## src/rtl/somador_bcd_serial.sv

```systemverilog
// somador_bcd_serial: digit-serial packed-BCD adder, one digit pair per clock, LSD first.
// Rev 1.0
`default_nettype none

module somador_bcd_serial #(
    parameter int NDIG = 4
) (
    input  logic              clk,
    input  logic              rst_n,
    input  logic              start,
    input  logic [4*NDIG-1:0] a,
    input  logic [4*NDIG-1:0] b,
    output logic [4*NDIG-1:0] s,
    output logic              cout,
    output logic              busy,
    output logic              done,
    output logic              erro
);

    localparam int W  = 4 * NDIG;
    localparam int CW = (NDIG > 1) ? $clog2(NDIG) : 1;

    typedef enum logic [0:0] {
        IDLE = 1'b0,
        SOMA = 1'b1
    } state_t;

    state_t          state_q, state_d;
    logic [W-1:0]    a_q, a_d;
    logic [W-1:0]    b_q, b_d;
    logic [W-1:0]    acc_q, acc_d;
    logic [W-1:0]    s_q, s_d;
    logic [CW-1:0]   cnt_q, cnt_d;
    logic            c_q, c_d;
    logic            cout_q, cout_d;
    logic            done_q, done_d;
    logic            erro_q, erro_d;

    logic [4:0]      w_t;
    logic [4:0]      w_tadj;
    logic            w_gt9;
    logic [3:0]      w_dig;
    logic [W-1:0]    w_acc_next;
    logic            w_bad;
    logic            w_last;

    // Operands shift right each step, so the active digit pair always sits in bits [3:0].
    always_comb begin
        w_t    = {1'b0, a_q[3:0]} + {1'b0, b_q[3:0]} + {4'b0000, c_q};
        w_tadj = w_t + 5'd6;
        w_gt9  = (w_t > 5'd9);
        w_dig  = w_gt9 ? w_tadj[3:0] : w_t[3:0];

        w_acc_next          = acc_q >> 4;
        w_acc_next[W-1 -: 4] = w_dig;

        w_last = (cnt_q == CW'(NDIG - 1));

        w_bad = 1'b0;
        for (int i = 0; i < NDIG; i++) begin
            if ((a[4*i +: 4] > 4'd9) || (b[4*i +: 4] > 4'd9)) begin
                w_bad = 1'b1;
            end
        end
    end

    always_comb begin
        state_d = state_q;
        a_d     = a_q;
        b_d     = b_q;
        acc_d   = acc_q;
        s_d     = s_q;
        cnt_d   = cnt_q;
        c_d     = c_q;
        cout_d  = cout_q;
        done_d  = 1'b0;
        erro_d  = erro_q;

        case (state_q)
            IDLE: begin
                if (start) begin
                    a_d     = a;
                    b_d     = b;
                    acc_d   = '0;
                    cnt_d   = '0;
                    c_d     = 1'b0;
                    erro_d  = w_bad;
                    state_d = SOMA;
                end
            end
            SOMA: begin
                a_d   = a_q >> 4;
                b_d   = b_q >> 4;
                acc_d = w_acc_next;
                c_d   = w_gt9;
                cnt_d = cnt_q + CW'(1);
                if (w_last) begin
                    s_d     = w_acc_next;
                    cout_d  = w_gt9;
                    done_d  = 1'b1;
                    state_d = IDLE;
                end
            end
            default: state_d = IDLE;
        endcase
    end

    always_ff @(posedge clk or negedge rst_n) begin
        if (!rst_n) begin
            state_q <= IDLE;
            a_q     <= '0;
            b_q     <= '0;
            acc_q   <= '0;
            s_q     <= '0;
            cnt_q   <= '0;
            c_q     <= 1'b0;
            cout_q  <= 1'b0;
            done_q  <= 1'b0;
            erro_q  <= 1'b0;
        end else begin
            state_q <= state_d;
            a_q     <= a_d;
            b_q     <= b_d;
            acc_q   <= acc_d;
            s_q     <= s_d;
            cnt_q   <= cnt_d;
            c_q     <= c_d;
            cout_q  <= cout_d;
            done_q  <= done_d;
            erro_q  <= erro_d;
        end
    end

    assign s    = s_q;
    assign cout = cout_q;
    assign done = done_q;
    assign erro = erro_q;
    assign busy = (state_q == SOMA);

endmodule

`default_nettype wire

```

## config.mk

```make
export PLATFORM = sky130hd
export DESIGN_NAME = somador_bcd_serial
export DESIGN_NICKNAME = d
export VERILOG_FILES = /design/src/rtl/somador_bcd_serial.sv
export SDC_FILE = /design/constraint.sdc
export NUM_CORES = 1
export LEC_CHECK = 0
export ABC_AREA = 1
export BUFFER_PORTS_ARGS = -buffer_cell sky130_fd_sc_hd__buf_2
export CAP_MARGIN = 0
export CELL_PAD_IN_SITES_DETAIL_PLACEMENT = 1
export CELL_PAD_IN_SITES_GLOBAL_PLACEMENT = 2
export CORE_UTILIZATION = 33
export DETAILED_ROUTE_END_ITERATION = 7
export PLACE_DENSITY = 0.88
export SLEW_MARGIN = 25
export SYNTH_ARGS = -nofsm -noshare
export SYNTH_HDL_FRONTEND = slang
export SYNTH_SLANG_ARGS = --single-unit
```

## constraint.sdc

```tcl
create_clock -name clk -period 3.3 [get_ports clk]
set_input_delay 0.99 -clock clk [delete_from_list [all_inputs] [get_ports clk]]
set_output_delay 0.99 -clock clk [all_outputs]
set_load 0.05 [all_outputs]
```

==> qor.yml <==
placement:
  place_area_mm2: 0.00332
  port_buffers: 54
  hpwlAfterDp_um: 4920
  gp_congestion: 0.723
floorplan:
  die_area_mm2: 0.00934
  die_x_um: 96.6
  num_io_pins: 55
  rows: 34
  core_mm2: 0.00868
  die_h_um: 96.6
  initial_core_util: 0.341
cts:
  clock-sinks: 67
  postCtsSetupRepairBufs: 0
  clk_latency_ns: 0.34
  htreeDepth: 3
  cts.repair.resized: 0
  path_clk_slew_ns: 0.07
  ctsHoldBuffers: 0
  cts_tree: "done"
  clock_path_buffers: 2
  cts-root-buf: "clkbuf_8"
  numCtsBuffers: 9
drt:
  drtIter0Drc: 49
  wl_per_cell_um: 14.2
  drc: 0
  vias: 2384
  drtPass1Iterations: 4
  viasPerCell: 4.85
  ant_nets: 0
  wirelength_um: 6990
timing:
  period_needed_ns: 2.50
  fmax_mhz: 400
  maxSlewHeadroom: 0.416
  min_period_over_period: 0.757
  fin_tns_setup_ns: 0
  setup_viol: 0
  finalHoldViolations: 0
  rsz0062_at_grt: "no"
  final.setup_skew_ns: 0.00967
  drv_slew: 0
  tightest_slew_ns: 0.874
yosys:
  synth_edf_count: 0
  synth_top_area_frac: 0.567
  yosysSeqAreaShare: 0.567
  synth.distinct_cells: 26
  yosysWarnings: 0
  synthTopCellsByCount: "nand2_1, dfrtp_1, inv_1"
  synthFlopType: "dfrtp_1"
  async_flop_share: 1.00
  synthesis.area_mm2: 0.00296
  synth_cells: 325
  syn_avg_cell_area_um2: 9.09
  yosysTopAreaCell: "dfrtp_1"
  yosysMostFrequentCell: "nand2_1"
  synth_fp_nets: 367
  ys_seq_elements: 67
  synth_area_leaders: "dfrtp_1, nand2_1, nand3_1"
critical_path:
  cp_slowest_stage_delay_ns: 0.49
  crit_chain: "fa_1 -> fa_1 -> nand2_1 -> nand2_2 -> ha_1 -> inv_1 -> nor2_1 -> a21oi_2 -> nand2_2 -> nand2_4 -> nand2_1 -> nand3_1 -> o21ai_1"
  slowest_stage: "fa_1"
  cp-start-kind: "register"
  cp_max_fo: 5
  r2r_slack_ns: 0.80
  required_ns: 3.51
  critPathKind: "reg -> reg"
  crit_arrival_ns: 2.71
  end_kind: "register"
layout:
  drive_above_1_share: 0.224
  final_nets: 421
  syn2layout_area_growth_pct: 21.5
  design_area_mm2: 0.00359
  num_antenna_cells: 0
outcome:
  status: "finished clean"
power_and_ir_drop:
  p_per_area_mw_per_mm2: 1130
  cellLeakagePower_nw: 1.85
  ir_drop_mv: 0.286
job:
  max-cap-violations: 0
global_routing:
  grt_max_degree: 68
  grt_pass1_vias: 2619
  grt.total_usage: 0.164
  overflow: 0
  antenna_found_initial: 0
  grt_pass1_wl_um: 12300
hold_path:
  min_path_type: "reg -> reg"
## cell type report
type                    instances  area [µm²]
inverters                      34         128
clock buffers                  10         138
fillers                      1056        5090
clock inverters                 6         136
repair buffers                 57         293
flip-flops and latches         67        1680
well taps                     108         135
multi-input cells             210        1090
## stage by stage
stage | instances | power (mW) | worst slack, ns | hold WS (ns) | utilization
floorplan | 325 | 2.70 | 1.03 | 0.449 | -
global placement | 476 | 3.07 | 0.913 | 0.460 | 0.382
detailed placement | 476 | 3.16 | 0.814 | 0.468 | 0.382
CTS | 492 | 4.11 | 0.780 | 0.487 | 0.414
global route | 492 | 4.39 | 0.599 | 0.513 | 0.414
finish | 492 | 4.05 | 0.802 | 0.478 | 0.414
## flip-flops by register name, indices dropped and copies added (netlist names), 2 cells and up
signal	flops
a_q	16
acc_q	12
b_q	16
cnt_q	2
s	16
## power by group
part           leakage [nW]  total [mW]  internal, mW  switching, mW
Combinational         0.847        1.81         0.562           1.25
Clock                 0.133       0.929         0.600          0.328
Sequential            0.870        1.32          1.14          0.175
Total                  1.85        4.05          2.30           1.75
## final timing paths
path | endpoint | cells after the start | from
worst max register to register | acc_q[13] | 13 | a_q[0]
worst max-delay path | acc_q[13] | 13 | a_q[0]
worst min register to register | s[5] | 2 | s[5]
max in group asynchronous | cnt_q[0] | 2 | rst_n
min in group asynchronous | s[14] | 2 | rst_n
worst min-delay path | s[5] | 2 | s[5]
## metal layers
layer  GRT usage  routed length, µm  share of wire  vias to the layer above
met2       0.274               3530           0.50                       53
li1            -                  -              -                     1167
met1       0.210               3150           0.45                     1156
met5           0                  0              0                        -
met4      0.0551                 68         0.0097                        0
met3      0.0361                249          0.036                        8
## worst max-delay path, delay by kind of cell, from the launching register on
| kind | cells | cell delay [ns] |
|---|---|---|
| adder cells (fa/ha/maj) | 3 | 1.13 |
| buffers and inverters | 1 | 0.08 |
| flip-flops | 1 | 0.41 |
| AO/OA/AOI/OAI | 2 | 0.18 |
| AND/OR/NAND/NOR | 7 | 0.59 |
## layout by cell type, fill, tap and decap left out, types with 8 or more instances in the layout
cell	instances
nand2_1	104
a22o_1	8
buf_2	54
nand3_1	27
o211ai_1	8
o22ai_1	9
dfrtp_1	67
clkbuf_8	10
inv_1	32
o21ai_0	18
## cells by family (layout without fill, tap and decap cells)
family	after synthesis	in the layout	share of synthesized area
AOI/OAI and AO/OA	56	56	0.121
adders and majority gates	7	7	0.0347
buffers and inverters	48	107	0.0652
DFF	67	67	0.567
and+or+nand+nor	147	147	0.212
(Power assumes the default switching activity.)
